File: src/rtl/frv_intc_if.sv
// MMIO register-window bus for the frv_intc interrupt controller.
// The master drives the access strobe; the slave returns combinational read data/error.
interface frv_intc_if;
  logic        mmio_en;
  logic        mmio_wen;
  logic [31:0] mmio_addr;
  logic [31:0] mmio_wdata;
  logic [31:0] mmio_rdata;
  logic        mmio_error;

  modport master (
    output mmio_en, mmio_wen, mmio_addr, mmio_wdata,
    input  mmio_rdata, mmio_error
  );

  modport slave (
    input  mmio_en, mmio_wen, mmio_addr, mmio_wdata,
    output mmio_rdata, mmio_error
  );
endinterface

File: src/rtl/frv_intc.sv
// Fixed-priority interrupt controller with edge/level sources, an MMIO register
// window (PENDING/ENABLE/MODE/CLAIM) and a single-level claim/complete handshake.
module frv_intc #(
  parameter int          NSRC           = 8,
  parameter logic [31:0] MMIO_BASE_ADDR = 32'h0000_2000,
  parameter logic [31:0] MMIO_BASE_MASK = 32'hFFFF_FFE0
) (
  input  logic            g_clk,
  input  logic            g_reset,
  input  logic [NSRC-1:0] src,
  frv_intc_if.slave       mmio,
  output logic            irq_req,
  output logic [4:0]      irq_id
);

  typedef enum logic {IDLE, BUSY} state_t;

  state_t          state_q, state_d;
  logic [4:0]      cur_id_q, cur_id_d;
  logic [NSRC-1:0] src_q, src_d;
  logic [NSRC-1:0] src_rise_q, src_rise_d;
  logic [NSRC-1:0] pend_q, pend_d;
  logic [NSRC-1:0] en_q, en_d;
  logic [NSRC-1:0] mode_q, mode_d;
  logic            irq_req_q, irq_req_d;
  logic [4:0]      irq_id_q, irq_id_d;

  logic            hit, bad, acc, rd_acc, wr_acc;
  logic [2:0]      offset;
  logic [NSRC-1:0] masked, w1c, clr;
  logic [4:0]      win_id;
  logic            claim_valid, claim_take, complete;
  logic [31:0]     rd_val;
  logic            unused_wdata;

  assign unused_wdata = ^mmio.mmio_wdata;

  always_comb begin
    hit    = ((mmio.mmio_addr & MMIO_BASE_MASK) == MMIO_BASE_ADDR);
    offset = mmio.mmio_addr[4:2];
    bad    = (mmio.mmio_addr[1:0] != 2'b00) || offset[2];
    acc    = mmio.mmio_en && hit && !bad;
    rd_acc = acc && !mmio.mmio_wen;
    wr_acc = acc && mmio.mmio_wen;
  end

  assign mmio.mmio_error = mmio.mmio_en && hit && bad;

  // Lowest index wins: scan downwards so the last assignment is the smallest ID.
  always_comb begin
    masked = pend_q & en_q;
    win_id = '0;
    for (int i = NSRC - 1; i >= 0; i--) begin
      if (masked[i]) win_id = 5'(i);
    end
  end

  always_comb begin
    claim_valid = (state_q == IDLE) && (|masked);
    claim_take  = rd_acc && (offset == 3'd3) && claim_valid;
    complete    = wr_acc && (offset == 3'd3) && (state_q == BUSY)
                  && (mmio.mmio_wdata[4:0] == cur_id_q);
  end

  // Edge pulses pass through src_rise_q so edge and level sources share the same latency.
  always_comb begin
    src_d      = src;
    src_rise_d = src & ~src_q;
    w1c        = (wr_acc && offset == 3'd0) ? mmio.mmio_wdata[NSRC-1:0] : '0;
    for (int i = 0; i < NSRC; i++) begin
      clr[i]    = w1c[i] || (claim_take && (win_id == 5'(i)));
      pend_d[i] = mode_q[i] ? (src_rise_q[i] || (pend_q[i] && !clr[i])) : src_q[i];
    end
    en_d   = (wr_acc && offset == 3'd1) ? mmio.mmio_wdata[NSRC-1:0] : en_q;
    mode_d = (wr_acc && offset == 3'd2) ? mmio.mmio_wdata[NSRC-1:0] : mode_q;
  end

  always_comb begin
    state_d  = state_q;
    cur_id_d = cur_id_q;
    case (state_q)
      IDLE: begin
        if (claim_take) begin
          state_d  = BUSY;
          cur_id_d = win_id;
        end
      end
      BUSY: begin
        if (complete) state_d = IDLE;
      end
      default: state_d = IDLE;
    endcase
  end

  // The claim read itself drops the request so it is low in the following cycle.
  always_comb begin
    irq_req_d = (state_q == IDLE) && !claim_take && (|masked);
    irq_id_d  = irq_req_d ? win_id : irq_id_q;
  end

  always_comb begin
    rd_val = '0;
    case (offset)
      3'd0: rd_val[NSRC-1:0] = pend_q;
      3'd1: rd_val[NSRC-1:0] = en_q;
      3'd2: rd_val[NSRC-1:0] = mode_q;
      3'd3: if (claim_valid) rd_val = {1'b1, 26'b0, win_id};
      default: rd_val = '0;
    endcase
  end

  assign mmio.mmio_rdata = rd_acc ? rd_val : 32'h0;

  always_ff @(posedge g_clk) begin
    if (g_reset) begin
      state_q    <= IDLE;
      cur_id_q   <= '0;
      src_q      <= '0;
      src_rise_q <= '0;
      pend_q     <= '0;
      en_q       <= '0;
      mode_q     <= '0;
      irq_req_q  <= 1'b0;
      irq_id_q   <= '0;
    end else begin
      state_q    <= state_d;
      cur_id_q   <= cur_id_d;
      src_q      <= src_d;
      src_rise_q <= src_rise_d;
      pend_q     <= pend_d;
      en_q       <= en_d;
      mode_q     <= mode_d;
      irq_req_q  <= irq_req_d;
      irq_id_q   <= irq_id_d;
    end
  end

  assign irq_req = irq_req_q;
  assign irq_id  = irq_id_q;

endmodule

File: src/flat_wrapper.sv
// flat-port wrapper written by rule: the top's interface ports become plain ports
module frv_intc_flat 
#(
  parameter int          NSRC           = 8,
  parameter logic [31:0] MMIO_BASE_ADDR = 32'h0000_2000,
  parameter logic [31:0] MMIO_BASE_MASK = 32'hFFFF_FFE0
)
  (g_clk, g_reset, src, irq_req, irq_id, mmio_mmio_en, mmio_mmio_wen, mmio_mmio_addr, mmio_mmio_wdata, mmio_mmio_rdata, mmio_mmio_error);
  frv_intc_if mmio_i ();
  input  logic g_clk;
  input  logic g_reset;
  input  logic [NSRC-1:0] src;
  output logic irq_req;
  output logic [4:0] irq_id;
  input wire logic [$bits(mmio_i.mmio_en)-1:0] mmio_mmio_en;
  input wire logic [$bits(mmio_i.mmio_wen)-1:0] mmio_mmio_wen;
  input wire logic [$bits(mmio_i.mmio_addr)-1:0] mmio_mmio_addr;
  input wire logic [$bits(mmio_i.mmio_wdata)-1:0] mmio_mmio_wdata;
  output wire logic [$bits(mmio_i.mmio_rdata)-1:0] mmio_mmio_rdata;
  output wire logic [$bits(mmio_i.mmio_error)-1:0] mmio_mmio_error;
  assign mmio_i.mmio_en = mmio_mmio_en;
  assign mmio_i.mmio_wen = mmio_mmio_wen;
  assign mmio_i.mmio_addr = mmio_mmio_addr;
  assign mmio_i.mmio_wdata = mmio_mmio_wdata;
  assign mmio_mmio_rdata = mmio_i.mmio_rdata;
  assign mmio_mmio_error = mmio_i.mmio_error;
  frv_intc #(.NSRC(NSRC), .MMIO_BASE_ADDR(MMIO_BASE_ADDR), .MMIO_BASE_MASK(MMIO_BASE_MASK)) u_core (.g_clk(g_clk), .g_reset(g_reset), .src(src), .mmio(mmio_i), .irq_req(irq_req), .irq_id(irq_id));
endmodule
File: config.mk
export PLATFORM = sky130hd
export DESIGN_NAME = frv_intc_flat
export DESIGN_NICKNAME = d
export VERILOG_FILES = /design/src/rtl/frv_intc_if.sv /design/src/rtl/frv_intc.sv /design/src/flat_wrapper.sv
export SDC_FILE = /design/constraint.sdc
export NUM_CORES = 1
export LEC_CHECK = 0
export ABC_AREA = 0
export BUFFER_PORTS_ARGS = -buffer_cell sky130_fd_sc_hd__buf_2
export CAP_MARGIN = 20
export CORE_MARGIN = 4
export CORE_UTILIZATION = 40
export CTS_CLUSTER_DIAMETER = 120
export CTS_CLUSTER_SIZE = 12
export DETAILED_ROUTE_END_ITERATION = 10
export PLACE_DENSITY = 0.68
export SYNTH_ARGS = -nofsm -noshare
export SYNTH_HDL_FRONTEND = slang
export SYNTH_SLANG_ARGS = --single-unit
File: constraint.sdc
create_clock -name g_clk -period 1.9 [get_ports g_clk]
set_input_delay 0.38 -clock g_clk [delete_from_list [all_inputs] [get_ports g_clk]]
set_output_delay 0.38 -clock g_clk [all_outputs]
set_load 0.01 [all_outputs]
Word-level counts from Yosys, hierarchy flattened

Index checks and enable logic that the tools add are counted.

Word-level logic and storage cells: 114
Memories kept: 0
Memory bits (writable): 0
Bits in latches: 0
Output and inout port bits: 39
Register bits: 52
Bits of input ports: 76
ROM bits: 0

Equal/unequal tests: 12
Magnitude comparators: 0
Divide/modulo/power cells: 0
Mux-type cells: 24
Multipliers: 0
Bitwise operators: 4
Shift-type cells: 0
Add/subtract/negate cells: 0
Reduce and logical (&&, ||, !) cells: 65

Operators by type and width:

| operator            | count |
|---|---|
| $mux 32             | 2 |
| $logic_and 1x1->1   | 32 |
| $pmux 8 s4          | 1 |
| $eq 27x9->1 const B | 1 |
| $mux 24             | 1 |
| $mux 3              | 8 |
| $logic_or 1x1->1    | 17 |
| $and 8x8->8         | 2 |
| $eq 3x2->1 const B  | 4 |
| $eq 3x3->1 const B  | 4 |
| $logic_not 1->1     | 11 |
| $mux 1              | 10 |
| $mux 8              | 1 |
| $not 8->8           | 1 |
| $reduce_or 8->1     | 1 |
| $eq 3x1->1 const B  | 2 |
| $eq 5x5->1          | 1 |
| $logic_not 5->1     | 1 |
| $logic_not 3->1     | 1 |
| $pmux 1 s2          | 1 |
| $reduce_and 2->1    | 1 |
| $reduce_bool 2->1   | 1 |
| $not 1->1           | 1 |

Depth between registers and ports, before layout

Word-level depth: 16
Gate-level depth with buffers: 7
Gate-level depth less buffers: 5

Least setup slack after synthesis

OpenSTA, ideal clock, no wires.

Kind: input -> output
Start point: input mmio_mmio_addr[21]
End point: output mmio_mmio_rdata[0]
Data required time: 1.520 ns
Arrival: 1.598 ns
Setup slack: -0.078 ns
Path buffers: 1
Stages: 5
Path through: nor4_1 -> nand4_1 -> or2_1 -> buf_2 -> nor2_1

Longest elaborated chain between the ends: 5

Ends and longest elaborated chain:

| element                        | RTL line           | RTL |
|---|---|---|
| start: declaration             | flat_wrapper.sv:17 | `input wire logic [$bits(mmio_i.mmio_addr)-1:0] mmio_mmio_addr;` |
| $eq 27x9->1                    | frv_intc.sv:39     | `hit = ((mmio.mmio_addr & MMIO_BASE_MASK) == MMIO_BASE_ADDR);` |
| $logic_and 1x1->1 (2 in a row) | frv_intc.sv:42     | `acc = mmio.mmio_en && hit && !bad;` |
| $logic_and 1x1->1              | frv_intc.sv:43     | `rd_acc = acc && !mmio.mmio_wen;` |
| $mux 32                        | frv_intc.sv:112    | `assign mmio.mmio_rdata = rd_acc ? rd_val : 32'h0;` |
| end: declaration               | flat_wrapper.sv:19 | `output wire logic [$bits(mmio_i.mmio_rdata)-1:0] mmio_mmio_rdata;` |

No other way between the ends.

Worst setup path after layout

Start point: register u_core.pend_q[2]
End point: output mmio_mmio_rdata[2]

Longest elaborated chain between the ends: 7

Ends and longest elaborated chain:

| element                  | RTL line        | RTL |
|---|---|---|
| start: declaration       | frv_intc.sv:22  | `logic [NSRC-1:0] pend_q, pend_d;` |
| start signal: assignment | frv_intc.sv:130 | `pend_q <= pend_d;` |
| $and 8x8->8              | frv_intc.sv:51  | `masked = pend_q & en_q;` |
| $mux 3 (3 in a row)      | frv_intc.sv:54  | `if (masked[i]) win_id = 5'(i);` |
| $mux 32                  | frv_intc.sv:107 | `3'd3: if (claim_valid) rd_val = {1'b1, 26'b0, win_id};` |
| $pmux 8 s4 *             | frv_intc.sv:103 | `case (offset)` |
| $mux 32 *                | frv_intc.sv:112 |  |

Every way passes the cells marked *; elsewhere a longest branch is shown, timed or not.

==> run_results.csv <==
group,metric,value,unit
outcome,status,"complete, but fails checks",
outcome,violations,"setup timing",
sta,rsz0062_at_grt,"yes",
floorplanning,die_w,89.8,um
grt,grt_util_met1,24.8,%
power_and_ir_drop,swShare,26.6,%
worst_setup_path,cp.arrival,1.66,ns
floorplanning,core-area,6420,um2
layout,instances_no_fill,493,
route,vias,2597,
placement,hpwl,5.67,mm
sta,max-slew-margin-rel,65.2,%
layout,fin_util,62.0,%
power_and_ir_drop,p_leak,1.60,nW
synthesis,synth_xor_area_share,0.981,%
grt,use_met2,32.0,%
worst_setup_path,slowest_delay,0.34,ns
worst_setup_path,critPathSlowestCell,"dfxtp_2",
clock_network,worstSkewPairLatency,0.31,ns
power_and_ir_drop,pwr-share-comb,13.2,%
synthesis,ys_seq_elements,48,
sta,hold_viol,0,
route,dr.pass1.iters,4,
synthesis,async_flop_share,0,%
sta,finalSetupViolations,10,
clock_network,cts_sinks,48,
floorplanning,dieArea,8070,um2
layout,seq_area,965,um2
power_and_ir_drop,p_switching,0.000525,W
power_and_ir_drop,powerDensity,495,nW/um2
power_and_ir_drop,total_power,0.00197,W
floorplanning,die_h,89.8,um
floorplanning,start_util,41.7,%
sta,fmax,491,MHz
synthesis,avgSynthCellArea,9.14,um2
sta,setup_tns,-1.08,ns
worst_setup_path,critPathMaxFanout,4,
worst_setup_path,critPathBufInv,3,
grt,globalRouteTotalUtil,19.2,%
worst_setup_path,worst_setup_path_end_kind,"output pin",
clock_network,cts_tree,"done",
synthesis,ys_types,50,
grt,grt_remaining_overflow,0,
clock_network,h-tree-depth,2,
synthesis,synth_compound_area_share,15.9,%
layout,nFillCells,562,
synthesis,synth_cells,293,
worst_hold_path,hold_path_class,"in2reg",
sta,fin_ws,-0.135,ns
layout,fin_nets,491,
worst_setup_path,crit_chain,"buf_6 > a22oi_2 > buf_4 > o2111ai_4 > o21a_1 > nor2_4 > buf_6",
sta,drv_slew,0,
synthesis,synth_top_family_by_area,"simple AND/OR/NAND/NOR gates",
floorplanning,ios,115,
worst_setup_path,crit_top_cell,"buf_6",
clock_network,clockBufferDepth,2,
clock_network,cts.root.buffer_cell,"clkbuf_8",
route,totalWireLength,7.79,mm
worst_setup_path,startpoint_type,"flip-flop",
route,avgRoutedWirePerCell,15.8,um
job,drv_cap,0,
synthesis,yosys.area_share.adder,0,%
power_and_ir_drop,ir_drop,0.462,mV
sta,finalClockSkew,0.00438,ns
grt,antenna_found_initial,0,
power_and_ir_drop,p_clk_share,33.7,%
synthesis,synth_ff_type,"dfxtp_1",
synthesis,synth.yosys.seq_area_share,35.9,%
layout,multi_input_area,1880,um2
synthesis,synth_area,2680,um2
synthesis,synthSimpleGateAreaFrac,24.8,%
sta,period_share,107,%
synthesis,synth_edf_count,0,
route,ant_nets,0,
layout,diodes,0,
worst_setup_path,critPathRequiredTime,1.52,ns
route,viasPerCell,5.27,
synthesis,synthMuxAreaShare,13.1,%
route,drt_iter0_markers,179,
layout,area.growth.synth_to_final,48.7,%
sta,layout_min_cycle_time,2.04,ns
grt,grt_max_degree,38,
grt,grt_util_met3,3.59,%
power_and_ir_drop,seq_power_share,53.1,%
worst_hold_path,hold_start,"src[0]",
grt,grt_pass1_vias,2534,
worst_setup_path,r2r-start,"u_core.pend_q[2]$_SDFF_PP0_",
route,drc_errors,0,
clock_network,cts_made_buffers,5,
placement,io_buffer_count,65,
clock_network,postCtsHoldBufs,0,
layout,drive_gt1_share,45.9,%
placement,gp_congestion,0.886,
worst_setup_path,critPathTopFamily,"compound AO/OA/AOI/OAI gates",
floorplanning,rows,29,
grt,busiest_layer,"met2",
power_and_ir_drop,p_int,0.00145,W
clock_network,clk_pin_slew_worst_paths,0.09,ns
worst_setup_path,path_class,"reg2out",
grt,grt_pass1_wl,12.6,mm
synthesis,yosysWarnings,0,
sta,worst_pin_slew,0.517,ns
worst_setup_path,critPathLaunch,"u_core.pend_q[2]$_SDFF_PP0_",
placement,dp_cells,475,
==> per-stage QoR <==
| stage | hold slack (ns) | worst slack (ns) | area [um2] |
|---|---|---|---|
| after floorplan | 0.414 | 0.0220 | 2870 |
| after global placement | 0.428 | -0.296 | 3460 |
| after detailed placement | 0.439 | -0.281 | 3460 |
| after CTS | 0.299 | -0.154 | 3820 |
| after global routing | 0.322 | -0.202 | 3980 |
| final | 0.306 | -0.135 | 3980 |
==> flip-flops by register name (all words and copies together) (netlist names) <==
register and flops:
u_core.state_q 1, u_core.src_q 8, u_core.en_q 8, u_core.irq_req 1
u_core.mode_q 8, u_core.irq_id 3, u_core.pend_q 8, u_core.src_rise_q 8
u_core.cur_id_q 3
==> cells in the mapped netlist (2+ instances only) <==
cell type	n	share of area, %
a2bb2oi_1	2	0.65
a32oi_1	2	0.65
buf_2	3	0.56
and4bb_2	2	0.93
o21ai_0	3	0.56
o2bb2ai_1	6	2.0
buf_1	3	0.42
o22ai_1	2	0.47
nand2b_1	2	0.47
inv_1	3	0.42
nor4_4	5	4.0
dfxtp_1	48	36
xnor2_1	2	0.65
nor4_1	7	1.6
nor3_1	6	1.1
o211ai_1	9	2.5
mux2i_1	35	13
nand3b_1	4	1.1
buf_4	25	7.0
a31oi_1	7	1.6
nor2_1	39	5.5
a21oi_1	9	1.7
nand4_1	2	0.47
nand3_1	3	0.56
a22o_1	4	1.3
o21a_1	2	0.56
clkbuf_1	6	0.84
a31o_2	2	0.65
nor2b_1	17	4.0
a22oi_1	2	0.56
nand2_1	12	1.7
==> worst register-to-register path, stage by stage, from the launching register on <==
cell,delay (ns)
dfxtp_2,0.34
buf_6,0.12
a22oi_2,0.22
buf_4,0.16
o2111ai_4,0.12
buf_4,0.15
buf_4,0.13
nor4_2,0.25
buf_4,0.16
o22ai_1,0.05
==> power by group through the flow <==
stage	clock, W	sequential [W]	combinational [W]
after floorplan	0	0.00107	0.000142
after global placement	0	0.00107	0.000227
after detailed placement	0	0.00107	0.000232
after CTS	0.000672	0.00105	0.000249
after global routing	0.000706	0.00105	0.000281
final	0.000665	0.00105	0.000260
==> final timing paths <==
kind	to	slack, ns	depth (start not counted)
max	mmio_mmio_rdata[2]	-0.14	7
min	u_core.src_q[0]$_SDFF_PP0_	0.31	2
max reg2reg	u_core.pend_q[4]$_SDFF_PP0_	0.07	9
min reg2reg	u_core.src_rise_q[2]$_SDFF_PP0_	0.44	1
==> kinds of logic after synthesis <==
family                 after synthesis
other                                1
AND/OR/NAND/NOR                    107
buffers and inverters               40
flip-flops                          48
AO/OA/AOI/OAI                       59
XOR/XNOR                             3
multiplexers                        35
==> repair_timing <==
item                       in CTS  in global routing
setup endpoints to repair      14                 23
setup buffers                   9                  6
gates resized for setup        39                 28
pin swaps                      11                 27
==> layout make-up <==
class / count / area share (%)
Clock buffer: 6 / 2.07
Clock inverter: 2 / 0.346
Inverter: 3 / 0.283
Multi-Input combinational cell: 229 / 47.2
Sequential cell: 48 / 24.2
Tap cell: 77 / 2.42
Timing Repair Buffer: 128 / 23.5
==> metal layers <==
metal	wire (um)	vias to the layer above	part of all wire, %
li1	-	1265	-
met2	3730	87	48
met1	3430	1236	44
met4	98	0	1.3
met3	543	9	7.0
met5	0	-	0
==> cell usage in the layout, fill, tap and decap left out, types with 4 or more instances in the layout <==
cell / synthesis / final
a21oi_1: 9 / 9
a22o_4: 0 / 4
a31oi_1: 7 / 6
buf_2: 3 / 51
buf_4: 25 / 52
buf_6: 0 / 24
clkbuf_8: 0 / 6
conb_1: 1 / 25
dfxtp_1: 48 / 45
mux2i_1: 35 / 35
nand2_1: 12 / 12
nand3b_1: 4 / 4
nor2_1: 39 / 28
nor2_4: 0 / 11
nor2b_1: 17 / 17
nor4_4: 5 / 9
o211ai_1: 9 / 9
o2bb2ai_1: 6 / 5
Power figures use the tool's default switching activity.
